<file path="src/rtl/dram_arbiter_pkg.sv">
// Shared constants for the two-requester DRAM arbiter: widths, requester IDs and count.
package dram_arbiter_pkg;

  localparam int DATA_WIDTH = 32;
  localparam int ADDR_WIDTH = 18;
  localparam int NUM_REQ    = 2;
  localparam int REQ_CONV   = 0;
  localparam int REQ_POOL   = 1;

endpackage

</file>
<file path="src/rtl/dram_arbiter_tag.sv">
// Synchronous FIFO of 1-bit requester IDs, one entry per outstanding DRAM read.
module tag_fifo #(
  parameter int DEPTH = 4
) (
  input  logic                     clk,
  input  logic                     srst,
  input  logic                     push,
  input  logic                     din,
  input  logic                     pop,
  output logic                     dout,
  output logic [$clog2(DEPTH):0]   count,
  output logic                     full,
  output logic                     empty
);

  localparam int PTR_W = (DEPTH > 1) ? $clog2(DEPTH) : 1;
  localparam int CNT_W = $clog2(DEPTH) + 1;

  logic             mem_q [DEPTH];
  logic [PTR_W-1:0] wr_ptr_q;
  logic [PTR_W-1:0] rd_ptr_q;
  logic [CNT_W-1:0] count_q;
  logic             do_push;
  logic             do_pop;

  assign empty   = (count_q == '0);
  assign full    = (count_q == CNT_W'(DEPTH));
  assign do_pop  = pop && !empty;
  // A full FIFO still accepts a push when an entry leaves in the same cycle.
  assign do_push = push && (!full || do_pop);
  assign dout    = mem_q[rd_ptr_q];
  assign count   = count_q;

  always_ff @(posedge clk) begin
    if (srst) begin
      wr_ptr_q <= '0;
      rd_ptr_q <= '0;
      count_q  <= '0;
    end else begin
      if (do_push) begin
        mem_q[wr_ptr_q] <= din;
        wr_ptr_q        <= wr_ptr_q + 1'b1;
      end
      if (do_pop) begin
        rd_ptr_q <= rd_ptr_q + 1'b1;
      end
      count_q <= count_q + CNT_W'(do_push) - CNT_W'(do_pop);
    end
  end

endmodule

</file>
<file path="src/rtl/dram_arbiter.sv">
// Round-robin arbiter sharing one DRAM port between the conv and pool layers,
// with a tag FIFO that routes in-order read returns back to their requester.
module dram_arbiter #(
  parameter int DATA_WIDTH = dram_arbiter_pkg::DATA_WIDTH,
  parameter int ADDR_WIDTH = dram_arbiter_pkg::ADDR_WIDTH,
  parameter int TAG_DEPTH  = 4
) (
  input  logic                    clk,
  input  logic                    srst,
  input  logic [1:0]              req_rd,
  input  logic [1:0]              req_wr,
  input  logic [2*ADDR_WIDTH-1:0] req_addr,
  input  logic [2*DATA_WIDTH-1:0] req_wdata,
  output logic [1:0]              gnt,
  output logic [1:0]              rsp_valid,
  output logic [DATA_WIDTH-1:0]   rsp_data,
  output logic                    dram_en_wr,
  output logic [ADDR_WIDTH-1:0]   dram_addr_wr,
  output logic [DATA_WIDTH-1:0]   dram_data_wr,
  output logic                    dram_en_rd,
  output logic [ADDR_WIDTH-1:0]   dram_addr_rd,
  input  logic                    dram_valid,
  input  logic [DATA_WIDTH-1:0]   dram_data_rd,
  output logic                    err_orphan
);

  import dram_arbiter_pkg::*;

  localparam int CNT_W = $clog2(TAG_DEPTH) + 1;

  logic [ADDR_WIDTH-1:0] addr_arr  [NUM_REQ];
  logic [DATA_WIDTH-1:0] wdata_arr [NUM_REQ];
  logic [NUM_REQ-1:0]    elig;
  logic                  gnt_any;
  logic                  gnt_sel;
  logic                  gnt_is_wr;
  logic                  tag_free;

  logic                  fifo_push;
  logic                  fifo_pop;
  logic                  fifo_dout;
  logic [CNT_W-1:0]      fifo_count;
  logic                  fifo_full;
  logic                  fifo_empty;

  logic                  last_q;
  logic                  en_wr_q;
  logic                  en_rd_q;
  logic [ADDR_WIDTH-1:0] addr_wr_q;
  logic [ADDR_WIDTH-1:0] addr_rd_q;
  logic [DATA_WIDTH-1:0] data_wr_q;
  logic                  err_orphan_q;
  logic                  err_orphan_d;

  assign fifo_pop = dram_valid && !fifo_empty && !srst;
  // A read may only be granted if its tag has somewhere to go this cycle.
  assign tag_free = (fifo_count < CNT_W'(TAG_DEPTH)) || (fifo_full && fifo_pop);

  for (genvar gi = 0; gi < NUM_REQ; gi++) begin : g_req
    assign addr_arr[gi]  = req_addr[gi*ADDR_WIDTH +: ADDR_WIDTH];
    assign wdata_arr[gi] = req_wdata[gi*DATA_WIDTH +: DATA_WIDTH];
    assign elig[gi]      = req_wr[gi] || (req_rd[gi] && tag_free);
    assign gnt[gi]       = gnt_any && (gnt_sel == 1'(gi));
    assign rsp_valid[gi] = fifo_pop && (fifo_dout == 1'(gi));
  end

  always_comb begin
    gnt_any = 1'b0;
    gnt_sel = 1'(REQ_CONV);
    if (!srst) begin
      if (&elig) begin
        gnt_any = 1'b1;
        gnt_sel = ~last_q;
      end else if (elig[REQ_CONV]) begin
        gnt_any = 1'b1;
        gnt_sel = 1'(REQ_CONV);
      end else if (elig[REQ_POOL]) begin
        gnt_any = 1'b1;
        gnt_sel = 1'(REQ_POOL);
      end
    end
  end

  // A requester holding both read and write is served its write first.
  assign gnt_is_wr    = req_wr[gnt_sel];
  assign fifo_push    = gnt_any && !gnt_is_wr;
  assign err_orphan_d = err_orphan_q || (dram_valid && fifo_empty);

  tag_fifo #(
    .DEPTH (TAG_DEPTH)
  ) u_tag_fifo (
    .clk   (clk),
    .srst  (srst),
    .push  (fifo_push),
    .din   (gnt_sel),
    .pop   (fifo_pop),
    .dout  (fifo_dout),
    .count (fifo_count),
    .full  (fifo_full),
    .empty (fifo_empty)
  );

  always_ff @(posedge clk) begin
    if (srst) begin
      last_q       <= 1'(REQ_POOL);
      en_wr_q      <= 1'b0;
      en_rd_q      <= 1'b0;
      addr_wr_q    <= '0;
      addr_rd_q    <= '0;
      data_wr_q    <= '0;
      err_orphan_q <= 1'b0;
    end else begin
      en_wr_q      <= gnt_any && gnt_is_wr;
      en_rd_q      <= fifo_push;
      err_orphan_q <= err_orphan_d;
      if (gnt_any) begin
        last_q <= gnt_sel;
      end
      if (gnt_any && gnt_is_wr) begin
        addr_wr_q <= addr_arr[gnt_sel];
        data_wr_q <= wdata_arr[gnt_sel];
      end
      if (fifo_push) begin
        addr_rd_q <= addr_arr[gnt_sel];
      end
    end
  end

  assign dram_en_wr   = en_wr_q;
  assign dram_addr_wr = addr_wr_q;
  assign dram_data_wr = data_wr_q;
  assign dram_en_rd   = en_rd_q;
  assign dram_addr_rd = addr_rd_q;
  assign rsp_data     = dram_data_rd;
  assign err_orphan   = err_orphan_q;

endmodule
</file>
<file path="config.mk">
export PLATFORM = sky130hd
export DESIGN_NAME = dram_arbiter
export DESIGN_NICKNAME = d
export VERILOG_FILES = /design/src/rtl/dram_arbiter_pkg.sv /design/src/rtl/dram_arbiter_tag.sv /design/src/rtl/dram_arbiter.sv
export SDC_FILE = /design/constraint.sdc
export NUM_CORES = 1
export LEC_CHECK = 0
export ABC_AREA = 1
export CAP_MARGIN = 5
export CORE_AREA = 5 5 134 136
export CTS_CLUSTER_SIZE = 24
export DETAILED_ROUTE_END_ITERATION = 12
export DIE_AREA = 0 0 139 141
export DONT_BUFFER_PORTS = 1
export GPL_TIMING_DRIVEN = 0
export PLACE_DENSITY = 0.55
export SYNTH_ARGS = -nofsm -noshare
export SYNTH_HDL_FRONTEND = slang
export SYNTH_SLANG_ARGS = --single-unit
</file>
<file path="constraint.sdc">
create_clock -name clk -period 7.1 [get_ports clk]
set_input_delay 0.355 -clock clk [delete_from_list [all_inputs] [get_ports clk]]
set_output_delay 0.355 -clock clk [all_outputs]
set_load 0.01 [all_outputs]
</file>
## Word-level counts from Yosys, hierarchy flattened

Memories as Yosys holds them, arrays and structs flattened. A register that Yosys moved wholly into a read port is not among the register bits.
Index checks and enable logic that the tools add are counted.

| cells by class | value |
|---|---|
| $lt $le $gt $ge | 3 |
| reductions and logical operators | 25 |
| bitwise gates (word level) | 4 |
| $add $sub $neg | 4 |
| eq/ne operators | 1 |
| multiplexer cells | 20 |

Operators by type and width:

| cell | count |
|---|---|
| $mux 32 | 3 |
| $mux 18 | 3 |
| $logic_and 1x1->1 | 14 |
| $mux 1 | 12 |
| $logic_or 1x1->1 | 5 |
| $add 2x1->2 const B | 2 |
| $logic_not 1->1 | 4 |
| $mux 2 | 2 |
| $add 3x1->3 | 1 |
| $eq 3x3->1 const B | 1 |
| $logic_not 3->1 | 1 |
| $lt 3x3->1 const B | 1 |
| $not 1->1 | 3 |
| $sub 3x1->3 | 1 |
| $ge 2x2->1 const B | 1 |
| $lt 1x2->1 const B | 1 |
| $not 1->2 | 1 |
| $reduce_and 2->1 | 1 |

| word-level totals | value |
|---|---|
| bits in registers | 79 |
| word-level logic and storage cells | 68 |
| memory bits (writable) | 4 |
| output and inout bits | 107 |
| input port bits | 139 |
| memories | 1 |

Memories:

| name | depth | width | read ports | clocked after Yosys merged registers in | wr ports | line | RTL |
|---|---|---|---|---|---|---|---|
| u_tag_fifo.mem_q | 4 | 1 | 1 | 1 | 1 | dram_arbiter_tag.sv:19 | `logic mem_q [DEPTH];` |

## Longest topological paths before layout

Gate-level depths: netlist of the first run.

| depth | value |
|---|---|
| word-level depth | 20 |
| depth in mapped cells | 19 |
| mapped depth without buffers | 17 |

## Cells and area by module

Synthesis of the first run repeated with hierarchy kept, for this count alone.

| unflattened totals | value |
|---|---|
| cell total of the unflattened synthesis | 821 |
| area, all modules | 4927.2 um^2 |

Modules (own cells, without submodules):

| module | times used | area an instance (um^2) | cells each |
|---|---|---|---|
| dram_arbiter | 1 | 4250.3 | 740 |
| tag_fifo | 1 | 676.9 | 81 |

## Worst setup path after synthesis of the first run

No wires, ideal clock.

| timing | value |
|---|---|
| path type | in2reg |
| start point | in srst |
| end point | reg u_tag_fifo.count_q[2], in the netlist u_tag_fifo.count[2] |
| data arrival time | 2.348 ns |
| path buffers | 2 |
| setup slack | 4.631 ns |
| stages | 19 |
| required time | 6.979 ns |
| cell sequence | buf_6 -> inv_2 -> nand4_1 -> nand2_1 -> nand2_1 -> nand2_1 -> nand2_2 -> nand2_2 -> nand2_1 -> nand2_1 -> nand2_2 -> buf_4 -> inv_1 -> ha_1 -> inv_1 -> fa_1 -> xor2_1 -> o21ai_0 -> a21oi_1 |

| on the way | value |
|---|---|
| word-level cells in the longest chain between the ends | 17 |
| elaborated cells on any way between the ends | 25 |

Ends and longest elaborated chain:

| what | line | RTL |
|---|---|---|
| start: declaration | dram_arbiter.sv:9 | `input logic srst,` |
| $logic_not 1->1 | -- |  |
| $logic_and 1x1->1 | dram_arbiter.sv:55 | `assign fifo_pop = dram_valid && !fifo_empty && !srst;` |
| $logic_and 1x1->1 | dram_arbiter.sv:57 | `assign tag_free = (fifo_count < CNT_W'(TAG_DEPTH)) \|\| (fifo_full && fifo_pop);` |
| $logic_or 1x1->1 | dram_arbiter.sv:57 |  |
| $logic_and 1x1->1 | dram_arbiter.sv:62 | `assign elig[gi] = req_wr[gi] \|\| (req_rd[gi] && tag_free);` |
| $logic_or 1x1->1 | dram_arbiter.sv:62 |  |
| $mux 1 | dram_arbiter.sv:77 | `end else if (elig[REQ_POOL]) begin` |
| $mux 1 | dram_arbiter.sv:74 | `end else if (elig[REQ_CONV]) begin` |
| $mux 1 | dram_arbiter.sv:71 | `if (&elig) begin` |
| $mux 1 | dram_arbiter.sv:70 | `if (!srst) begin` |
| $mux 1 (not written as such) (2 in a row) | dram_arbiter.sv:85 | `assign gnt_is_wr = req_wr[gnt_sel];` |
| $logic_not 1->1 | dram_arbiter.sv:86 | `assign fifo_push = gnt_any && !gnt_is_wr;` |
| $logic_and 1x1->1 | dram_arbiter.sv:86 |  |
| $logic_and 1x1->1 | dram_arbiter_tag.sv:30 | `assign do_push = push && (!full \|\| do_pop);` |
| $add 3x1->3 | dram_arbiter_tag.sv:47 | `count_q <= count_q + CNT_W'(do_push) - CNT_W'(do_pop);` |
| $sub 3x1->3 | dram_arbiter_tag.sv:47 |  |
| end signal: assignment | dram_arbiter_tag.sv:47 |  |
| end: declaration | dram_arbiter_tag.sv:22 | `logic [CNT_W-1:0] count_q;` |

Several ways; a longest one is shown, not always the timed one. The select of a mux whose other input is x is not followed.
A chain may end at the register's enable or synchronous reset.

## Worst setup path in the final report of the first run

| timing | value |
|---|---|
| start point | reg u_tag_fifo.count_q[1], in the netlist u_tag_fifo.count[1] |
| end point | reg u_tag_fifo.count_q[2], in the netlist u_tag_fifo.count[2] |

| on the way | value |
|---|---|
| word-level cells in the longest chain between the ends | 19 |
| elaborated cells on any way between the ends | 30 |

Ends and longest elaborated chain:

| what | line | RTL |
|---|---|---|
| $logic_not 3->1 | dram_arbiter_tag.sv:26 | `assign empty = (count_q == '0);` |
| $logic_not 1->1 | dram_arbiter_tag.sv:28, dram_arbiter.sv:55 |  |
| $logic_and 1x1->1 (2 in a row) | dram_arbiter.sv:55 |  |
| $logic_and 1x1->1 | dram_arbiter.sv:57 |  |
| $logic_or 1x1->1 | dram_arbiter.sv:57 |  |
| $logic_and 1x1->1 | dram_arbiter.sv:62 |  |
| $logic_or 1x1->1 | dram_arbiter.sv:62 |  |
| $mux 1 | dram_arbiter.sv:77 |  |
| $mux 1 | dram_arbiter.sv:74 |  |
| $mux 1 | dram_arbiter.sv:71 |  |
| $mux 1 | dram_arbiter.sv:70 |  |
| $mux 1 (not written as such) (2 in a row) | dram_arbiter.sv:85 |  |
| $logic_not 1->1 | dram_arbiter.sv:86 |  |
| $logic_and 1x1->1 | dram_arbiter.sv:86 |  |
| $logic_and 1x1->1 | dram_arbiter_tag.sv:30 |  |
| $add 3x1->3 | dram_arbiter_tag.sv:47 |  |
| $sub 3x1->3 (*) | dram_arbiter_tag.sv:47 |  |

Mark *: on every way between the ends. The rest lies on a longest branch, timed or not. The select of a mux whose other input is x is not followed.

==> flow_summary.ini, run 1 <==
[status]
status = finished, final reports clean

[worst_setup_path]
path_common_cell = nand2_1
crit_arrival_ns = 3.15
cp-start-kind = flip-flop
crit_start = u_tag_fifo.count[1]
cpPeakStageDelay_ns = 0.37
critPathMaxFanout = 10
critPathSlowestCell = fa_1
crit_required_ns = 7.37
cp-end-kind = flip-flop
worstPathCellList = nor2_1 -> nand4_1 -> nand2_1 -> nand2_1 -> nand2_1 -> nand2_2 -> nand2_2 -> nand2_1 -> nand2_1 -> nand2_2 -> buf_4 -> inv_1 -> ha_1 -> inv_1 -> fa_1 -> xor2_1 -> o21ai_0 -> a21oi_1
timing.rr.start = u_tag_fifo.count[1]
crit_type = reg2reg

[timing]
hold_violations = 0
grt_setup_unrepaired = no
layout_min_cycle_time_ns = 2.876
setup_viol = 0
slew_viol_final = 0
fin_setup_tns_ns = 0
post-route-period-util_pct = 40.50
skew_ns = 0.006018
relSlewSlack_pct = 51.57
tightest_slew_ns = 0.7264
fmax_ghz = 0.3477

[finish]
final_cell_count_no_fill = 1054
seq_area_sq_mm = 0.001742
diodes = 0
synthToLayoutAreaGrowth_pct = 11.93
fill_cells = 1909
post-route-util_pct = 32.39
finalInstanceArea_sq_mm = 0.005446
drive_gt1_share_pct = 11.94
finalNetCount = 970
multi_input_area_sq_mm = 0.002023

[power_and_ir_drop]
power_density_mw_per_mm2 = 264.7
power.leakage_uw = 0.003122
power_uw = 1442
peakVddDrop_uv = 105.6

[cts]
postCtsSetupBuffers = 0
htreeDepth = 3
cts_root_buffer = clkbuf_16
clock_sinks = 85
clock_latency_ns = 0.34
numCtsBuffers = 9
tritoncts = built
path_clk_slew_ns = 0.06
clockBufferDepth = 2
postCtsResizedCells = 0
hold_buffers = 0

[logic_synthesis]
yosysWarnings = 0
netlist_area_sq_mm = 0.004866
netlist_instances = 813
synth_area_per_cell_sq_um = 5.985
synth_cell_types = 23
syn_nets = 959
seq_area_frac_synth_pct = 35.79
ys_seq_elements = 85

[grt]
grt_pass1_vias = 3942
antenna_found_initial = 0
grt_max_degree = 16
gr-total-overflow = 0
grt_first_pass_wirelength_microns = 21290
grt.total_usage_pct = 13.93

[placed_design]
routabilityCongestion = 0.8099
dp_hpwl_microns = 11240
placedCellCount = 1038
place_area_sq_mm = 0.005147
portBuffers = 0

[hold_path]
hold_path_startpoint = dram_valid
hp-class = in2reg

[die]
initial_core_util_pct = 28.94
die_area_sq_mm = 0.01960
chipHeight_microns = 141
core_area_sq_mm = 0.01682
io_pins = 246
rows = 48
chipWidth_microns = 139

[routing]
drt_iter0_drc = 191
drc = 0
postRouteWirelength_microns = 14320
drt-pass1-iter-count = 5
viasPerCell = 4.118
vias = 4340
drtAntennaViolNets = 0
avgRoutedWirePerCell_microns = 13.59

[job]
drv_cap = 0
## final cells by class
| type | instances | share of cell area [%] |
|---|---|---|
| well taps | 225 | 5.169 |
| clock inverters | 7 | 1.355 |
| flip-flops and latches | 85 | 31.98 |
| plain buffers | 71 | 8.569 |
| inverters | 169 | 11.65 |
| clock buffers | 9 | 4.135 |
| multi-input cells | 488 | 37.15 |
## where the power goes
| group | internal [uW] | switching [uW] | leakage, uW | total (uW) |
|---|---|---|---|---|
| Clock | 275 | 211 | 0.000146 | 486 |
| Sequential | 542 | 68.4 | 0.000705 | 610 |
| Combinational | 123 | 223 | 0.00227 | 346 |
## layout by cell type (no fill, tap or decap)
cell        Yosys  layout
nor2_2          1       1
buf_6           6       6
ha_1            6       6
nand2_1       288     288
clkbuf_16       0       9
a21oi_4         1       1
a32oi_1         1       1
buf_1           2       2
inv_2          19      19
nand3_1        60      60
inv_6           0       2
clkinv_2        0       2
nand2_2         4       4
nor2_1        116     116
clkinv_4        0       1
nor3_1          1       1
buf_2          16      16
clkinvlp_4      0       1
nand4_1         1       1
a21oi_1         4       4
edfxtp_1        4       4
clkbuf_1       11      11
o21ai_0         3       3
dfxtp_1        81      81
xor2_1          1       1
buf_4          36      36
inv_1         150     150
fa_1            1       1
bufinv_16       0       1
## Yosys cell counts
master / instances / area, sq um
nand3_1: 60 / 300.3
ha_1: 6 / 75.07
nor2_2: 1 / 6.260
inv_2: 19 / 71.32
buf_1: 2 / 7.510
buf_4: 36 / 270.3
inv_1: 150 / 563.0
nand2_1: 288 / 1081
clkbuf_1: 11 / 41.29
nor3_1: 1 / 5.000
o21ai_0: 3 / 15.01
nand4_1: 1 / 6.260
buf_6: 6 / 67.56
a21oi_1: 4 / 20.02
nor2_1: 116 / 435.4
buf_2: 16 / 80.08
xor2_1: 1 / 8.760
a21oi_4: 1 / 16.27
dfxtp_1: 81 / 1622
a32oi_1: 1 / 8.760
fa_1: 1 / 20.02
edfxtp_1: 4 / 120.1
nand2_2: 4 / 25.02
## stage by stage
stage / setup WS, ns / hold WS, ns
4_1_cts: 4.180 / 0.1629
5_1_grt: 3.896 / 0.1893
6_report: 4.224 / 0.1832
3_5_place_dp: 4.187 / 0.4669
3_3_place_gp: 4.210 / 0.4543
2_1_floorplan: 4.631 / 0.4364
## cell families (layout without fill, tap and decap cells)
kind of cell    count (synthesis)  in the layout  synth area share [%]
buf+inv                       240            256                 22.63
fa+ha+maj                       7              7                 1.954
flops                          85             85                 35.79
compound gates                  9              9                 1.234
simple gates                  471            471                 38.21
xor+xnor                        1              1                0.1800
## worst max-delay path: cells and delay by family (launching register included)
family	cells	cell delay, ns
AO/OA/AOI/OAI	2	0.23
AND/OR/NAND/NOR	10	1.18
adder cells (fa/ha/maj)	2	0.50
buffers and inverters	3	0.34
XOR/XNOR	1	0.19
flip-flops	1	0.35
## sequential cells by signal, indices dropped and copies added, names as in the netlist, named ones only
register / cells
u_tag_fifo.mem_q: 4
err_orphan: 1
u_tag_fifo.rd_ptr_q: 2
u_tag_fifo.count: 3
u_tag_fifo.wr_ptr_q: 2
dram_en_rd: 1
dram_addr_wr: 18
last_q: 1
dram_data_wr: 32
dram_addr_rd: 18
dram_en_wr: 1
## routing by layer
layer,GRT usage (%),wire (microns),vias up
met4,6.179,350,0
met5,0,0,-
met3,4.715,1176,22
li1,-,-,2319
met1,16.58,5905,1863
met2,22.88,6889,136
## final timing paths
check                                      endpoint  slack (ns)  depth (start not counted)
worst max-delay path            u_tag_fifo.count[2]        4.22                         18
worst min register to register            flip-flop        0.46                          2
worst min-delay path                     err_orphan        0.18                          2
worst max register to register  u_tag_fifo.count[2]        4.22                         18
No activity file was read; power rests on OpenSTA's default activity.
==> run 2: changes to the inputs <==
--- a/config.mk
+++ b/config.mk
@@ -13,7 +13,7 @@
 export DIE_AREA = 0 0 139 141
 export DONT_BUFFER_PORTS = 1
 export GPL_TIMING_DRIVEN = 0
-export PLACE_DENSITY = 0.55
+export PLACE_DENSITY = 0.57
 export SYNTH_ARGS = -nofsm -noshare
 export SYNTH_HDL_FRONTEND = slang
 export SYNTH_SLANG_ARGS = --single-unit
==> constraint.sdc (replaced) <==
create_clock -name clk -period 2.5 [get_ports clk]
set_input_delay 0.125 -clock clk [delete_from_list [all_inputs] [get_ports clk]]
set_output_delay 0.125 -clock clk [all_outputs]
set_load 0.01 [all_outputs]
==> run 2 against run 1 <==
  * Clock power rose to 3.1 times the previous value
  * Final area increased by 3.4%
  * Sequential share of layout area is 0.96 points lower
  * Sequential cell count is the same
  * First-iteration DRC count fell by 7.9%
  * Largest power group unchanged
  * Global-route usage down 0.14 points
==> flow_summary.ini, run 2 (synthesis results as in run 1) <==
[die]
rows = 48
initial_core_util_pct = 28.94
die_area_sq_mm = 0.01960
io_pins = 246
chipWidth_microns = 139
chipHeight_microns = 141
core_area_sq_mm = 0.01682

[timing]
relSlewSlack_pct = 57.43
fmax_ghz = 0.4240
timing.hold.ws_ns = 0.01264
layout_min_cycle_time_ns = 2.358
hold_violations = 0
slew_viol_final = 0
tightest_slew_ns = 0.6385
fin_setup_tns_ns = 0
skew_ns = 0.007174
setup_viol = 0
post-route-period-util_pct = 94.33

[worst_setup_path]
critPathMaxFanout = 10
crit_type = reg2reg
crit_required_ns = 2.77
cp-start-kind = flip-flop
crit_arrival_ns = 2.63
cp-end-kind = flip-flop

[cts]
tritoncts = built
clock_sinks = 85
cts_root_buffer = clkbuf_16
numCtsBuffers = 9
htreeDepth = 3
clockBufferDepth = 2
path_clk_slew_ns = 0.07
clock_latency_ns = 0.34

[placed_design]
portBuffers = 0
routabilityCongestion = 0.8036
placedCellCount = 1038
dp_hpwl_microns = 11100

[finish]
mostFrequentLayoutCells = nand2_1, inv_1, nor2_1
drive_gt1_share_pct = 13.81
post-route-util_pct = 33.48
final_cell_count_no_fill = 1065
synthToLayoutAreaGrowth_pct = 15.71
largest_reg_flops = 32
layout_commonest_cell = nand2_1
finalNetCount = 981
diodes = 0

[grt]
grt_max_degree = 18
grt_first_pass_wirelength_microns = 21220
antenna_found_initial = 0
gr-total-overflow = 0
grt_pass1_vias = 3937
grt.total_usage_pct = 13.79

[routing]
drc = 0
avgRoutedWirePerCell_microns = 13.34
viasPerCell = 4.079
drt-pass1-iter-count = 4
postRouteWirelength_microns = 14210
vias = 4344
drtAntennaViolNets = 0
drt_iter0_drc = 176

[power_and_ir_drop]
power_density_mw_per_mm2 = 759.6
peakVddDrop_uv = 319.9
power.leakage_uw = 0.003201

[status]
status = finished, final reports clean

[hold_path]
hp-class = in2reg

[job]
drv_cap = 0
[run 2: cell count changes in the layout (fill, tap and decap cells not counted), moves of 2 or more]
cell	before	now
dlygate4sd3_1	0	3
clkinv_2	2	0
nand2_1	288	283
nand2_4	0	3
nor2_4	0	2
clkbuf_8	0	2
buf_4	36	44
inv_6	2	0
dfxtp_1	81	79
[run 2: area by class of cell]
class	count	area (sq um)
clock buffers	13	260.3
clock inverters	3	67.56
flip-flops and latches	85	1747
plain buffers	70	460.4
fillers	1914	11190
inverters	169	634.4
repair buffers	12	97.59
multi-input cells	488	2082
well taps	225	281.5
[run 2: metrics by stage]
stage | power, uW | setup slack (ns) | instance area [sq um]
after floorplan | 2501 | 0.07489 | 4866
after global placement | 2749 | -0.3824 | 5147
after detailed placement | 2759 | -0.4089 | 5147
after CTS | 4301 | 0.008695 | 5537
after global routing | 4570 | -0.007222 | 5630
final | 4277 | 0.1417 | 5630
[run 2: timing repair]
item	in CTS	in global routing
hold endpoints to repair	3	0
buffers inserted	3	6
endpoints found under the setup margin	2	5
cloned	0	0
resized for setup	5	16
hold buffers	3	0
pin swaps	2	6
[run 2: worst paths after layout]
check,start,slack [ns],endpoint,cells after the start
setup / recovery,u_tag_fifo.count[1],0.14,u_tag_fifo.count[2],15
hold / removal,req_wdata[42],0.01,dram_data_wr[10],4
setup reg to reg,u_tag_fifo.count[1],0.14,u_tag_fifo.count[2],15
hold reg to reg,u_tag_fifo.rd_ptr_q[1],0.46,u_tag_fifo.rd_ptr_q[1],2
[run 2: metal layers]
| metal | track usage (%) | share of wire, % |
|---|---|---|
| met1 | 17.02 | 43 |
| met2 | 22.68 | 49 |
| met3 | 4.376 | 6.2 |
| met5 | 0 | 0 |
| met4 | 4.995 | 2.0 |
[run 2: critical path, cell delays in order (launching register included)]
cell	delay (ns)
dfxtp_4	0.36
nor2_4	0.09
nand4_1	0.09
nand2_2	0.11
nand2_2	0.08
a21oi_4	0.16
nand3_1	0.15
nand2_4	0.13
nand2_8	0.08
inv_2	0.07
ha_1	0.13
inv_1	0.04
fa_1	0.37
xor2_1	0.21
o21ai_1	0.08
a21oi_1	0.14
[run 2: where the power goes]
part           switching (uW)  total, uW  internal, uW
clock                     564       1500           932
sequential                201       1750          1540
combinational             648       1040           388
==> run 3: changes to the inputs <==
--- a/config.mk
+++ b/config.mk
@@ -5,12 +5,11 @@
 export SDC_FILE = /design/constraint.sdc
 export NUM_CORES = 1
 export LEC_CHECK = 0
-export ABC_AREA = 1
 export CAP_MARGIN = 5
-export CORE_AREA = 5 5 134 136
+export CORE_AREA = 5 5 125 127
 export CTS_CLUSTER_SIZE = 24
 export DETAILED_ROUTE_END_ITERATION = 12
-export DIE_AREA = 0 0 139 141
+export DIE_AREA = 0 0 130 132
 export DONT_BUFFER_PORTS = 1
 export GPL_TIMING_DRIVEN = 0
 export PLACE_DENSITY = 0.57
==> run 3 against run 2 <==
  * Sequential share of layout area shrank 0.62 points
  * Synthesized cell count down 41%
  * Highest routed layer unchanged
  * Area after synthesis decreased by 13%
  * Clock-buffer cell count unchanged
  * Critical endpoint unchanged
  * Cell count down 28%
  * Power increased by 3.2%
  * Combinational power grew 16%
==> flow_summary.ini, run 3 <==
[placed_design]
place_area_sq_mm = 0.004448
routabilityCongestion = 0.8156
dp_hpwl_microns = 12600
portBuffers = 0
post-place-ws_ns = -0.4184

[worst_setup_path]
critPathMaxFanout = 8
cp-end-kind = flip-flop
crit_required_ns = 2.73
crit_type = reg2reg
r2r_slack_ns = 0.09
cp-start-kind = flip-flop
crit_arrival_ns = 2.64

[logic_synthesis]
yosysTopAreaCellShare_pct = 38.49
synth_cell_types = 42
synth_commonest_cells = dfxtp_1, a21oi_1, a311oi_1
netlist_area_sq_mm = 0.004213
dominantRegCellSynth = dfxtp_1
synthTopCellsByArea = dfxtp_1, a311oi_1, a21oi_1
syn_nets = 623
yosysWarnings = 0
synth_top_area_cell = dfxtp_1
async_flop_share_pct = 0
netlist_instances = 477
ys_seq_elements = 85
synth.most_common_cell = dfxtp_1
synth_area_per_cell_sq_um = 8.832
seq_area_frac_synth_pct = 41.34
synth-edff-count = 4

[timing]
hold_violations = 0
fin_setup_tns_ns = 0
skew_ns = 0.009605
tightest_slew_ns = 0.7003
timing.hold.ws_ns = 0.008993
layout_min_cycle_time_ns = 2.413
relSlewSlack_pct = 53.31
setup_slack_ns = 0.08707
grt_setup_unrepaired = yes
post-route-period-util_pct = 96.52
slew_viol_final = 0
setup_viol = 0
fmax_ghz = 0.4144

[finish]
fill_cells = 1428
synthToLayoutAreaGrowth_pct = 36.09
multi_input_area_sq_mm = 0.001954
mostFrequentLayoutCells = dlygate4sd3_1, dfxtp_1, a21oi_1
layout_commonest_cell = dlygate4sd3_1
finalNetCount = 727
largest_reg_flops = 32
finalInstanceArea_sq_mm = 0.005733
seq_area_sq_mm = 0.001743
drive_gt1_share_pct = 14.68

[routing]
drt_iter0_drc = 246
viasPerCell = 5.657
drc = 0
postRouteWirelength_microns = 17660
avgRoutedWirePerCell_microns = 22.87
drt-pass1-iter-count = 5
vias = 4367
drtAntennaViolNets = 0

[status]
status = finished, final reports clean

[grt]
grt_max_degree = 14
grt.total_usage_pct = 20.20
grt_first_pass_wirelength_microns = 26370
antenna_found_initial = 2
grt_pass1_vias = 4580
gr-total-overflow = 0

[cts]
path_clk_slew_ns = 0.06
clock_latency_ns = 0.36
htreeDepth = 3
clock_sinks = 85
clockBufferDepth = 2
tritoncts = built
numCtsBuffers = 9
cts_root_buffer = clkbuf_16

[die]
core_area_sq_mm = 0.01431
io_pins = 246
chipWidth_microns = 130
rows = 44
die_area_sq_mm = 0.01716
chipHeight_microns = 132
initial_core_util_pct = 29.43

[power_and_ir_drop]
power_density_mw_per_mm2 = 770.2
power.leakage_uw = 0.002041
peakVddDrop_uv = 302.9

[job]
drv_cap = 0

[hold_path]
hp-class = in2reg
## run 3: changes by cell type after synthesis, moves of 4 or more
cell | before | now
nand2_2 | 4 | 0
clkbuf_1 | 11 | 37
and3_1 | 0 | 4
o21ai_0 | 3 | 52
nor2_1 | 116 | 10
a21oi_1 | 4 | 73
inv_2 | 19 | 0
a311oi_1 | 0 | 65
nand2_1 | 288 | 2
nand3_1 | 60 | 52
inv_1 | 150 | 7
buf_2 | 16 | 5
## run 3: cells by family (layout without fill, tap and decap cells)
logic type               after synthesis  after routing  synth area share [%]
AO/OA/AOI/OAI                        205            205                 32.28
buffers and inverters                 93            202                 12.68
flip-flops                            85             85                 41.34
AND/OR/NAND/NOR                       82             82                 10.07
adder cells (fa/ha/maj)                7              7                 2.257
XOR/XNOR                               4              4                0.8318
multiplexers                           1              1                0.5346
other                                  0              2                     0
## run 3: worst paths after layout
path | start | endpoint | depth (start not counted)
setup reg to reg | u_tag_fifo.count[0] | u_tag_fifo.count[2] | 10
hold reg to reg | u_tag_fifo.rd_ptr_q[1] | flip-flop | 2
hold / removal | req_addr[30] | dram_addr_rd[12] | 2
setup / recovery | u_tag_fifo.count[0] | u_tag_fifo.count[2] | 10
## run 3: cell type report
type / count / share of cell area [%]
timing repair buffer: 94 / 16.32
antenna: 2 / 0.08730
buffer: 85 / 9.166
clock inverter: 3 / 0.7420
clock buffer: 13 / 4.714
sequential: 85 / 30.40
inverter: 7 / 0.4583
multi-input combinational: 299 / 34.09
tap: 184 / 4.016
## run 3: per-layer routing
layer / GRT usage, % / vias up / wire length, microns
met5: 0 / - / 0
met4: 8.603 / 0 / 484
met3: 6.524 / 37 / 1690
met2: 34.18 / 253 / 8717
met1: 23.17 / 2078 / 6765
li1: - / 1999 / -
## run 3: through the flow
stage / power (uW) / utilization, % / cells
after floorplan: 2539 / - / 477
after global placement: 2843 / 31.08 / 661
after detailed placement: 2879 / 31.08 / 661
after CTS: 4438 / 39.89 / 769
after global routing: 4668 / 40.05 / 772
final: 4416 / 40.05 / 772
## run 3: power by group
part           internal (uW)  switching, uW  total (uW)
sequential              1550            226        1780
clock                    855            571        1430
combinational            495            717        1210
## run 3: critical path, stage by stage, from the launching register on
cell,delay (ns)
dfxtp_1,0.32
or4b_1,0.52
buf_6,0.16
a21o_4,0.23
nor2_4,0.14
buf_8,0.12
ha_1,0.14
inv_1,0.05
fa_1,0.37
xnor2_1,0.16
nor2_1,0.05
## run 3: repair_timing
| action | 4_1_cts | 5_1_grt |
|---|---|---|
| pin swaps | 1 | 0 |
| hold buffers | 92 | 0 |
| setup endpoints to repair | 3 | 32 |
| gates resized for setup | 7 | 11 |
| hold endpoints to repair | 67 | 0 |
| buffers inserted | 1 | 1 |
